File: config.mk
export PLATFORM = sky130hd
export DESIGN_NAME = branch_resolver
export DESIGN_NICKNAME = d
export VERILOG_FILES = /design/src/rtl/branch_resolver.sv
export SDC_FILE = /design/constraint.sdc
export NUM_CORES = 1
export LEC_CHECK = 0
export BUFFER_PORTS_ARGS = -buffer_cell sky130_fd_sc_hd__buf_4
export CAP_MARGIN = 40
export CORE_AREA = 3 3 106 134
export DETAILED_ROUTE_END_ITERATION = 10
export DIE_AREA = 0 0 109 137
export PLACE_DENSITY_LB_ADDON = 0.3
export SLEW_MARGIN = 15
export SYNTH_ARGS = -nofsm -noshare
export SYNTH_HDL_FRONTEND = slang
export SYNTH_SLANG_ARGS = --single-unit
File: constraint.sdc
create_clock -name clock -period 10.4 [get_ports clock]
set_input_delay 1.56 -clock clock [delete_from_list [all_inputs] [get_ports clock]]
set_output_delay 1.56 -clock clock [all_outputs]
set_load 0.005 [all_outputs]
File: src/rtl/branch_resolver.sv
// Execute-stage branch resolution: taken/target decode, mispredict detection,
// held PC redirect to fetch and a post-redirect flush window.
// Optional stats counters are enabled by defining BRANCH_RESOLVER_STATS_EN.
module branch_resolver #(
  parameter int unsigned FLUSH_CYCLES = 2
) (
  input  logic        clock,
  input  logic        reset,
  input  logic        ex_valid,
  output logic        ex_ready,
  input  logic        ex_is_bne,
  input  logic        ex_is_blt,
  input  logic        ex_is_j,
  input  logic        ex_is_jr,
  input  logic [31:0] ex_pc_plus1,
  input  logic [31:0] ex_imm,
  input  logic [26:0] ex_jtarget,
  input  logic [31:0] ex_reg_val,
  input  logic        isLessThan,
  input  logic        isNotEqual,
  input  logic        pred_taken,
  input  logic [31:0] pred_target,
  output logic        redirect_valid,
  output logic [31:0] redirect_pc,
  input  logic        redirect_ack,
  output logic        flush
`ifdef BRANCH_RESOLVER_STATS_EN
  ,
  output logic [31:0] stat_branches,
  output logic [31:0] stat_mispredicts
`endif
);

  typedef enum logic [1:0] {
    IDLE,
    REDIRECT,
    FLUSH
  } state_t;

  localparam logic [3:0] FLUSH_LOAD = (FLUSH_CYCLES == 0) ? 4'd0 : 4'(FLUSH_CYCLES - 1);

  state_t      state, state_n;
  logic        redirect_valid_n;
  logic [31:0] redirect_pc_n;
  logic        flush_n;
  logic [3:0]  count, count_n;

  logic        is_cf;
  logic        taken;
  logic [31:0] target;
  logic [31:0] fix_pc;
  logic        mispredict;
  logic        accept;

  // Control-flow decode; jr > j > blt > bne when more than one flag is set.
  always_comb begin
    is_cf = ex_is_bne | ex_is_blt | ex_is_j | ex_is_jr;
    taken = (ex_is_bne & isNotEqual) | (ex_is_blt & isLessThan) | ex_is_j | ex_is_jr;
    if (ex_is_jr) begin
      target = ex_reg_val;
    end else if (ex_is_j) begin
      target = {ex_pc_plus1[31:27], ex_jtarget};
    end else begin
      target = ex_pc_plus1 + ex_imm;
    end
    fix_pc = taken ? target : ex_pc_plus1;
    mispredict = is_cf & ((taken & ~pred_taken) |
                          (~taken & pred_taken) |
                          (taken & pred_taken & (pred_target != target)));
  end

  assign ex_ready = (state == IDLE);
  assign accept   = ex_valid & ex_ready;

  always_comb begin
    state_n          = state;
    redirect_valid_n = redirect_valid;
    redirect_pc_n    = redirect_pc;
    flush_n          = flush;
    count_n          = count;
    unique case (state)
      IDLE: begin
        if (accept && mispredict) begin
          state_n          = REDIRECT;
          redirect_valid_n = 1'b1;
          redirect_pc_n    = fix_pc;
          flush_n          = 1'b1;
        end
      end
      REDIRECT: begin
        if (redirect_ack) begin
          redirect_valid_n = 1'b0;
          if (FLUSH_CYCLES == 0) begin
            state_n = IDLE;
            flush_n = 1'b0;
          end else begin
            state_n = FLUSH;
            count_n = FLUSH_LOAD;
          end
        end
      end
      FLUSH: begin
        if (count == 4'd0) begin
          state_n = IDLE;
          flush_n = 1'b0;
        end else begin
          count_n = count - 4'd1;
        end
      end
      default: begin
        state_n          = IDLE;
        redirect_valid_n = 1'b0;
        flush_n          = 1'b0;
        count_n          = '0;
      end
    endcase
  end

  always_ff @(posedge clock) begin
    if (reset) begin
      state          <= IDLE;
      redirect_valid <= 1'b0;
      redirect_pc    <= '0;
      flush          <= 1'b0;
      count          <= '0;
    end else begin
      state          <= state_n;
      redirect_valid <= redirect_valid_n;
      redirect_pc    <= redirect_pc_n;
      flush          <= flush_n;
      count          <= count_n;
    end
  end

`ifdef BRANCH_RESOLVER_STATS_EN
  always_ff @(posedge clock) begin
    if (reset) begin
      stat_branches    <= '0;
      stat_mispredicts <= '0;
    end else begin
      if (accept && is_cf) begin
        stat_branches <= stat_branches + 32'd1;
      end
      if (accept && mispredict) begin
        stat_mispredicts <= stat_mispredicts + 32'd1;
      end
    end
  end
`endif

endmodule
### Word level (Yosys, flattened, before mapping)

Index checks and enable logic that the tools add are counted.

| word-level totals | value |
|---|---|
| bits in latches | 0 |
| register bits after elaboration | 40 |
| bits in writable memories | 0 |
| output and inout port bits | 35 |
| bits of input ports | 166 |
| logic and storage cells | 58 |
| memory bits (read-only) | 0 |
| memories | 0 |

| cells by class | value |
|---|---|
| $add $sub $neg | 2 |
| eq/ne operators | 7 |
| muxes and demuxes | 15 |
| bitwise operators | 21 |
| $lt $le $gt $ge | 0 |
| multipliers | 0 |
| div/mod/pow operators | 0 |
| reductions and logical operators | 8 |
| shifts and indexed selects | 0 |

Operator list:

| cell | count |
|---|---|
| $mux W32 | 3 |
| $add A32 B32 Y32 | 1 |
| $ne A32 B32 Y1 | 1 |
| $pmux W4 S3 | 1 |
| $reduce_and A3 Y1 | 4 |
| $and A1 B1 Y1 | 8 |
| $mux W4 | 2 |
| $or A1 B1 Y1 | 8 |
| $mux W2 | 3 |
| $ne A2 B2 Y1 const B | 3 |
| $pmux W1 S3 | 2 |
| $pmux W2 S3 | 1 |
| $not A1 Y1 | 5 |
| $logic_not A4 Y1 | 1 |
| $sub A4 B1 Y4 const B | 1 |
| $mux W1 | 3 |
| $eq A2 B1 Y1 const B | 1 |
| $eq A2 B2 Y1 const B | 1 |
| $logic_not A2 Y1 | 1 |
| $ne A2 B1 Y1 const B | 1 |
| $reduce_and A2 Y1 | 1 |
| $logic_and A1 B1 Y1 | 1 |

### Logic depth before layout (Yosys ltp)

Gate-level depths: netlist (run 1).

| logic depth | value |
|---|---|
| word-level depth | 12 |
| gate-level depth with buffers | 21 |
| mapped depth without buffers | 15 |

### Worst setup path after synthesis (run 1)

Ideal clock, no wire load.

| timing path | value |
|---|---|
| kind | input to register |
| start point | input ex_is_jr |
| end point | register state[0] |
| cell stages on the path | 21 |
| buffers on the path | 6 |
| arrival time | 6.147 ns |
| setup time | 0.134 ns |
| required time | 10.266 ns |
| slack | 4.120 ns |
| path through | buf_2 -> inv_1 -> clkbuf_1 -> nand2_1 -> clkbuf_1 -> a221oi_1 -> clkbuf_1 -> inv_1 -> clkbuf_1 -> ha_1 -> a211o_1 -> or4_1 -> nor4_1 -> nand4_1 -> nor4_1 -> and4b_1 -> and4_1 -> or4b_4 -> buf_2 -> a31oi_1 -> a211oi_1 |

| between the ends | value |
|---|---|
| cells in the longest elaborated chain, start to end | 9 |
| elaborated cells between the ends (all ways) | 15 |
| those cells by class | eq/ne (2); mux (1); bitwise (10); reduce/logical (2) |

RTL lines:

| what | line | RTL |
|---|---|---|
| start: declaration | 14 | `input logic ex_is_jr,` |
| parallel branches: the longest is 5 deep, another holds $mux W32 | - |  |
| $and A1 B1 Y1 * | 67 | `mispredict = is_cf & ((taken & ~pred_taken) \|` |
| $logic_and A1 B1 Y1 * | 83 | `if (accept && mispredict) begin` |
| $ne A2 B1 Y1 (no source line) * | - |  |
| $reduce_and A3 Y1 (no source line) * | - |  |
| end signal: assignment | 127 | `state <= state_n;` |
| end: declaration | 42 | `state_t state, state_n;` |

Mark *: on every way between the ends.
A chain may end at the register's enable or synchronous reset.

### Worst setup path after layout (run 1)

Same ends and word-level chain as after synthesis.

==> flow_summary.yaml, run 1 <==
clock_tree:
  clk_pin_slew_ps: 60
  htree_levels: 2
  insertion_delay_ps: 290
  clock_sinks: 40
  postCtsSetupBuffers: 0
  cts_tree: "yes"
  cts_buffer_depth: 2
  cts-root-buf: "clkbuf_16"
  cts_buffers: 5
  ctsResizeCount: 0
  ctsHoldBuffers: 0
yosys:
  netlist_instances: 827
  syn_nets: 1031
  syn_area_per_cell_um2: 7.05
  asyncSetResetFlopFracSynth: 0
  synth_edf_count: 0
  netlist_area_mm2: 0.00583
  ys_seq_area_frac: 0.137
  ys_types: 77
  synthFlopType: "dfxtp_1"
  ys_seq_elements: 40
  ys_warn_count: 0
worst_setup_path:
  crit_required_ps: 10550
  cp-start-kind: "input pin"
  cp_slowest_cell: "or4b_4"
  path_common_cell: "buf_4"
  path_cells: "buf_4, inv_1, buf_4, nand2_1, a221oi_4, buf_4, inv_1, ha_1, a211o_1, or4_1, nor4_1, nand4_1, nor4_1, and4b_1, and4_1, or4b_4, a31oi_1, a211oi_1"
  max_stage_delay_ps: 680
  cp-end-kind: "register"
  r2r_setup_slack_ps: 8230
  worst-path-max-fanout: 55
  critical_path_arrival_ps: 6790
  path_class: "in2reg"
finish:
  fin_cells: 1159
  nets: 1191
  final_common_cell: "buf_4"
  antenna_cells: 0
  nFillCells: 1290
  layout_common_cells: "205 x buf_4, 100 x a21oi_1, 70 x nand2_1"
  area_growth_pct: 29.3
  fin_area_mm2: 0.00754
  drive_above_1_share: 0.243
drt:
  drc_errors: 0
  avgRoutedWirePerCell_um: 20.9
  wirelength_mm: 24.2
  dr.pass1.iters: 6
  final_antenna_net_count: 0
  avgViaCountPerCell: 6.30
  drtIter0Drc: 769
  vias: 7299
timing:
  period_minus_slack_ps: 6640
  slew_viol_final: 0
  timing.final.ws_setup_ps: 3760
  setup_violations: 0
  worst_slew_pin_slew_ps: 687
  max_slew_margin: 0.539
  rsz0062_at_grt: "no"
  hold_viol: 0
  tns_ps: 0
  fin_worst_skew_ps: 2.99
  finalCritPeriodShare: 0.638
  fmax_mhz: 151
pwr:
  clkPwrFrac: 0.195
  net-switching-power_mw: 0.365
  comb_power_share: 0.572
  cell_internal_pwr_mw: 0.521
  power_density_mw_per_mm2: 117
  max-vdd-ir-drop_uv: 141
  power_leakage_nw: 3.20
  swShare: 0.412
  p_seq_frac: 0.233
floorplan:
  initial_utilization: 0.445
  ioPinCount: 201
  die_width_um: 109
  core_mm2: 0.0131
  die_h_um: 137
  design.die.area_mm2: 0.0149
  placementRows: 47
global_routing:
  grt_pass1_wl_mm: 35.5
  grt_pass1_vias: 6679
  grt.overflow.total: 0
  grt_max_degree: 56
  antenna_found_initial: 0
  grt_use_total: 0.309
placed_design:
  dpl_cell_area_mm2: 0.00738
  preCtsSetupSlack_ps: 3540
  hpwl_mm: 19.9
  place_congestion: 0.987
  port_buffers: 200
  dp.cells: 1151
worst_hold_path:
  hold_class: "reg2reg"
run:
  drv_cap: 0
status:
  outcome: "finished clean"
## registers in the layout, indices dropped and copies added, names as in the netlist
name / flops
count: 4
flush: 1
redirect_pc: 32
redirect_valid: 1
state: 2
## power groups by stage
stage	Combinational, mW	Sequential [mW]	Clock (mW)
2_1_floorplan	0.301	0.207	0
3_5_place_dp	0.495	0.209	0
6_report	0.506	0.207	0.173
3_3_place_gp	0.488	0.209	0
4_1_cts	0.498	0.207	0.175
5_1_grt	0.547	0.209	0.180
## cell usage after synthesis (all sizes together) (12+ instances only)
cell type  number  area share
nor2           69       0.046
a21o           14       0.018
nand3          16       0.015
nand2          71       0.046
a211oi         28       0.041
nor3           18       0.016
inv            32       0.021
clkbuf         35       0.023
buf            18       0.018
nand2b         19       0.020
o22ai          13       0.014
o21ai          51       0.044
a22oi          12       0.015
xnor2          37       0.056
o211ai         19       0.025
a21oi         100       0.086
ha             37       0.079
nand4          17       0.019
dfxtp          40        0.14
mux2i          15       0.026
xor2           26       0.039
## cell families (layout without fill, tap and decap cells)
kind of cell | Yosys count | count (layout) | synth area share
adder cells (fa/ha/maj) | 38 | 38 | 0.0828
AO/OA/AOI/OAI | 314 | 314 | 0.357
multiplexers | 17 | 17 | 0.0296
AND/OR/NAND/NOR | 270 | 270 | 0.238
flip-flops | 40 | 40 | 0.137
buffers and inverters | 85 | 246 | 0.0613
XOR/XNOR | 63 | 63 | 0.0946
## critical path: cells and delay by family
kind	cells	cell delay, ps
AND/OR/NAND/NOR	8	2750
buffers and inverters	5	1230
AO/OA/AOI/OAI	4	870
adder cells (fa/ha/maj)	1	320
## path summary, 6_finish.rpt
kind                                 from                      endpoint  cells past startpoint
max                              ex_is_jr         state[0]$_SDFFE_PP0P_                     18
min          redirect_pc[11]$_SDFFE_PP0P_  redirect_pc[11]$_SDFFE_PP0P_                      2
max reg2reg         state[0]$_SDFFE_PP0P_  redirect_pc[31]$_SDFFE_PP0P_                      6
min reg2reg  redirect_pc[11]$_SDFFE_PP0P_  redirect_pc[11]$_SDFFE_PP0P_                      2
## per-layer routing
layer / up-vias / wire, um / GRT usage
met5: - / 0 / 0
met4: 0 / 1170 / 0.134
met1: 3373 / 9320 / 0.390
met2: 418 / 11600 / 0.530
met3: 80 / 2120 / 0.0288
li1: 3428 / - / -
## stage by stage
stage	power, mW	util	hold WS, ps
after floorplan	0.508	-	460
after global placement	0.697	0.562	454
after detailed placement	0.705	0.563	461
after CTS	0.880	0.575	475
after global routing	0.937	0.575	514
final	0.886	0.575	476
## layout make-up
type                       count  area, um^2  share of cell area
clock buffer                   6         129              0.0171
clock inverter                 2        35.0             0.00464
inverter                      32         120              0.0159
multi-input combinational    702        4690               0.622
sequential                    40         801               0.106
tap                          171         214              0.0284
timing repair buffer         206        1550               0.206
(Power assumes the default switching activity.)
==> inputs of run 2 (changes only) <==
Clock period 10.4 ns to 6.3 ns, I/O delays scaled along.
==> run 2 against run 1 <==
  * Final cell count is 0.52% higher
  * Clock skew is 0.75 ps higher
  * Worst hold slack better by 3.6 ps
  * Clock power is 80% higher
  * Combinational power is 67% higher
  * Utilization is 0.56 points higher
  * Global-route usage is 1.5 points higher
  * Power is 69% higher
  * Cell area is 0.98% higher
  * Sequential share of layout area is 0.10 points lower
  * Non-clock buffer count is 6 higher
  * Critical endpoint is now redirect_pc[25]$_SDFFE_PP0P_
==> flow_summary.yaml, run 2 (synthesized netlist as in run 1, its figures left out) <==
status:
  outcome: "finished clean"
floorplan:
  initial_utilization: 0.445
  die_h_um: 137
  design.die.area_mm2: 0.0149
  ioPinCount: 201
  die_width_um: 109
  core_mm2: 0.0131
  placementRows: 47
finish:
  fin_util: 0.581
  nets: 1197
  antenna_cells: 0
  layout_common_cells: "210 x buf_4, 100 x a21oi_1, 70 x nand2_1"
  largest_register_ffs: 32
  largest-register: "redirect_pc"
  area_growth_pct: 30.6
  largestRegisters: "redirect_pc (32), count (4), state (2)"
  final_common_cell: "buf_4"
  fin_cells: 1165
  drive_above_1_share: 0.249
clock_tree:
  clk_pin_slew_ps: 60
  postCtsSetupBuffers: 0
  insertion_delay_ps: 290
  cts-root-buf: "clkbuf_16"
  ctsResizeCount: 0
  htree_levels: 2
  cts_buffer_depth: 2
  cts_tree: "yes"
  ctsHoldBuffers: 0
  cts_buffers: 5
  clock_sinks: 40
pwr:
  power_density_mw_per_mm2: 197
  max-vdd-ir-drop_uv: 199
  power_leakage_nw: 3.24
placed_design:
  hpwl_mm: 20.3
  dp.cells: 1157
  place_congestion: 0.998
  port_buffers: 200
timing:
  max_slew_margin: 0.531
  hold_viol: 0
  fmax_mhz: 192
  period_minus_slack_ps: 5200
  rsz0062_at_grt: "no"
  setup_violations: 0
  worst_slew_pin_slew_ps: 702
  slew_viol_final: 0
  finalCritPeriodShare: 0.825
  tns_ps: 0
  fin_worst_skew_ps: 3.74
worst_setup_path:
  path_class: "in2reg"
  cp-end-kind: "register"
  max_stage_delay_ps: 680
  path_depth: 15
  crit_required_ps: 6430
  critical_path_arrival_ps: 5330
  path_cells: "buf_4, ha_1, fa_1, a211oi_1, o21ai_1, a211oi_2, o21bai_1, a211oi_1, nor3_1, or4_4, a2111oi_2, and4_1, or4b_4, a21oi_1, a211oi_1"
  path_common_cell: "a211oi_1"
  rr_worst_depth: 6
  cp-start-kind: "input pin"
  r2r_setup_slack_ps: 3960
  worst_path_dominant_cell_family: "compound AO/OA/AOI/OAI gates"
  worst-path-max-fanout: 30
  cp_slowest_cell: "or4b_4"
  crit_buf_inv: 1
drt:
  drtIter0Drc: 763
  dr.pass1.iters: 5
  avgViaCountPerCell: 6.28
  avgRoutedWirePerCell_um: 21.6
  wirelength_mm: 25.1
  drc_errors: 0
  vias: 7316
  final_antenna_net_count: 0
global_routing:
  grt_pass1_wl_mm: 37.3
  grt_use_total: 0.324
  antenna_found_initial: 0
  grt_max_degree: 50
  grt.overflow.total: 0
  grt_pass1_vias: 6814
run:
  drv_cap: 0
worst_hold_path:
  holdPathStages: 2
  hold_class: "reg2reg"
## run 2: final cells by class
class | count | area (um^2)
multi-input combinational | 702 | 4690
clock buffer | 7 | 153
clock inverter | 1 | 30.0
sequential | 40 | 801
fill | 1261 | 5500
inverter | 32 | 120
tap | 171 | 214
timing repair buffer | 212 | 1610
## run 2: worst paths after layout
kind,startpoint,end
max,ex_pc_plus1[0],redirect_pc[25]$_SDFFE_PP0P_
min,redirect_pc[11]$_SDFFE_PP0P_,redirect_pc[11]$_SDFFE_PP0P_
max reg2reg,state[1]$_SDFFE_PP0P_,redirect_pc[31]$_SDFFE_PP0P_
min reg2reg,redirect_pc[11]$_SDFFE_PP0P_,redirect_pc[11]$_SDFFE_PP0P_
## run 2: per-layer routing
| layer | wire length, um | vias up | track usage |
|---|---|---|---|
| met5 | 0 | - | 0 |
| met4 | 1050 | 0 | 0.137 |
| met3 | 2400 | 68 | 0.0293 |
| met2 | 12200 | 447 | 0.549 |
| met1 | 9530 | 3361 | 0.416 |
| li1 | - | 3440 | - |
## run 2: through the flow
step / total power [mW] / cell area, um^2 / setup WS, ps / hold WS [ps]
global route: 1.58 / 7620 / 781 / 499
finish: 1.50 / 7620 / 1100 / 480
global placement: 1.15 / 7400 / 1050 / 453
detailed placement: 1.17 / 7440 / 923 / 472
floorplan: 0.838 / 5830 / 635 / 460
CTS: 1.49 / 7620 / 1160 / 481
## run 2: tightest hold or removal path: stages, from the launching register on
cell,delay [ps]
dfxtp_1,330
nand2_1,60
a21oi_1,50
## run 2: power breakdown
group	internal (mW)	switching (mW)
registers	0.306	0.0353
clock network	0.209	0.104
logic	0.374	0.471
total	0.889	0.610
==> inputs of run 3 (changes only) <==
Clock period 6.3 ns to 4.75 ns, I/O delays scaled along.
==> run 3 against run 2 <==
  * Cell area rose by 5.6%
  * Via count rose by 3.2%
  * Flip-flop and latch count did not move
  * Die area did not move
  * Clock power rose by 2%
  * Sequential power rose by 32%
  * Routed wire length fell by 0.84%
  * Power rose by 31%
  * Clock-buffer cell count fell by 1
  * Clock skew fell by 2.6 ps
  * Critical path depth rose by 2
  * Largest cell class unchanged
==> flow_summary.yaml, run 3 (synthesized netlist as in run 1, its figures left out) <==
timing:
  worst_slew_pin_slew_ps: 739
  period_minus_slack_ps: 4530
  hold_viol: 0
  fmax_mhz: 221
  timing.final.ws_setup_ps: 218
  fin_worst_skew_ps: 1.18
  setup_violations: 0
  slew_viol_final: 0
  finalCritPeriodShare: 0.954
  max_slew_margin: 0.507
global_routing:
  grt_pass1_wl_mm: 37.3
  grt_max_degree: 55
  grt_pass1_vias: 7161
  grt_use_total: 0.322
  antenna_found_initial: 0
  grt.overflow.total: 0
pwr:
  net-switching-power_mw: 0.815
  comb_power_share: 0.608
  swShare: 0.414
  clkPwrFrac: 0.162
  max-vdd-ir-drop_uv: 343
  cell_internal_pwr_mw: 1.15
  p_seq_frac: 0.230
  power_density_mw_per_mm2: 244
  power_leakage_nw: 3.48
  total_power_mw: 1.97
drt:
  vias: 7553
  drtIter0Drc: 825
  dr.pass1.iters: 5
  final_antenna_net_count: 0
  wl_met2_mm: 11.7
  avgRoutedWirePerCell_um: 20.5
  drc_errors: 0
  routed.top_layer: "met4"
  wl_met3_mm: 2.27
  wl_met1_mm: 9.58
  wirelength_mm: 24.9
  avgViaCountPerCell: 6.22
finish:
  area_growth_pct: 38.0
  nFillCells: 1243
  drive_above_1_share: 0.296
  antenna_cells: 0
  multi_input_area_mm2: 0.00477
  largest-register: "redirect_pc"
  largest_register_ffs: 32
  final_common_cell: "buf_4"
  fin_util: 0.614
  largestRegisters: "redirect_pc (32), count (4), state (2)"
  register_area_um2: 801
  layout_common_cells: "258 x buf_4, 96 x a21oi_1, 70 x nand2_1"
  nets: 1247
placed_design:
  preCtsSetupSlack_ps: -269
  port_buffers: 200
  hpwl_mm: 20.3
  place_congestion: 1.01
clock_tree:
  cts_buffers: 5
  cts_buffer_depth: 2
  clock_sinks: 40
  cts-root-buf: "clkbuf_16"
  ctsHoldBuffers: 0
  clk_pin_slew_ps: 60
  cts_tree: "yes"
  htree_levels: 2
  insertion_delay_ps: 280
worst_setup_path:
  critical_path_arrival_ps: 4680
  r2r_setup_slack_ps: 2640
  cp-start-kind: "input pin"
  r2r_end: "redirect_pc[3]$_SDFFE_PP0P_"
  worst-path-max-fanout: 30
  rr_worst_depth: 6
  path_class: "in2reg"
  r2r-start: "state[1]$_SDFFE_PP0P_"
  crit_required_ps: 4900
  cp-end-kind: "register"
worst_hold_path:
  whs_endpoint: "redirect_pc[14]$_SDFFE_PP0P_"
  min_from: "redirect_pc[14]$_SDFFE_PP0P_"
  holdPathStages: 2
  hold_class: "reg2reg"
floorplan:
  design.die.area_mm2: 0.0149
  die_h_um: 137
  core_mm2: 0.0131
  ioPinCount: 201
  initial_utilization: 0.445
  placementRows: 47
  die_width_um: 109
run:
  drv_cap: 0
status:
  outcome: "finished clean"
==> run 3: repair_timing <==
action,in CTS,in global routing
setup buffers,0,1
hold endpoints to repair,0,0
resized for setup,0,10
endpoints found under the setup margin,0,36
==> run 3: critical path: stages <==
cell and delay [ps]:
buf_4 110, ha_1 240, fa_1 410, buf_4 160
a21o_1 170, a221oi_2 290, mux2i_1 280, nor3_1 80
a2111oi_2 410, nand4_1 210, nor4_4 270, and4b_1 210
and4_1 200, or4b_4 480, buf_12 190, mux2i_1 160
a21oi_1 90
==> run 3: final cells by class <==
cell class,count,share of cell area
well taps,171,0.0266
multi-input cells,702,0.592
repair buffers,262,0.250
flip-flops and latches,40,0.0995
clock inverters,1,0.000622
inverters,32,0.0149
clock buffers,6,0.0160
==> run 3: how the worst max path moves through the flow <==
stage                         from                           end  slack (ps)  depth (start not counted)
floorplan                 ex_is_jr  redirect_pc[11]$_SDFFE_PP0P_          60                         21
detailed placement  ex_pc_plus1[0]  redirect_pc[11]$_SDFFE_PP0P_        -270                         17
CTS                 ex_pc_plus1[0]  redirect_pc[11]$_SDFFE_PP0P_           5                         17
finish              ex_pc_plus1[0]  redirect_pc[11]$_SDFFE_PP0P_         220                         17
global placement    ex_pc_plus1[0]  redirect_pc[11]$_SDFFE_PP0P_         -70                         16
global route        ex_pc_plus1[0]  redirect_pc[19]$_SDFFE_PP0P_         -30                         18
==> run 3: power by group through the flow <==
stage,sequential [mW],combinational [mW],clock [mW]
final,0.453,1.20,0.318
after global routing,0.460,1.30,0.335
after CTS,0.453,1.17,0.325
after detailed placement,0.459,1.16,0
after global placement,0.457,1.14,0
after floorplan,0.454,0.668,0
==> run 3: per-stage QoR <==
step / cells / cell area (um^2) / TNS [ps] / hold slack [ps]
after CTS: 1213 / 7990 / 0 / 482
final: 1214 / 8050 / 0 / 482
after floorplan: 827 / 5910 / 0 / 460
after global routing: 1214 / 8050 / -60.0 / 505
after detailed placement: 1206 / 7860 / -7590 / 473
after global placement: 1204 / 7840 / -1390 / 456
==> run 3: per-layer routing <==
metal,GRT usage,up-vias
li1,-,3548
met1,0.409,3463
met2,0.538,448
met3,0.0236,94
met4,0.173,0
met5,0,-
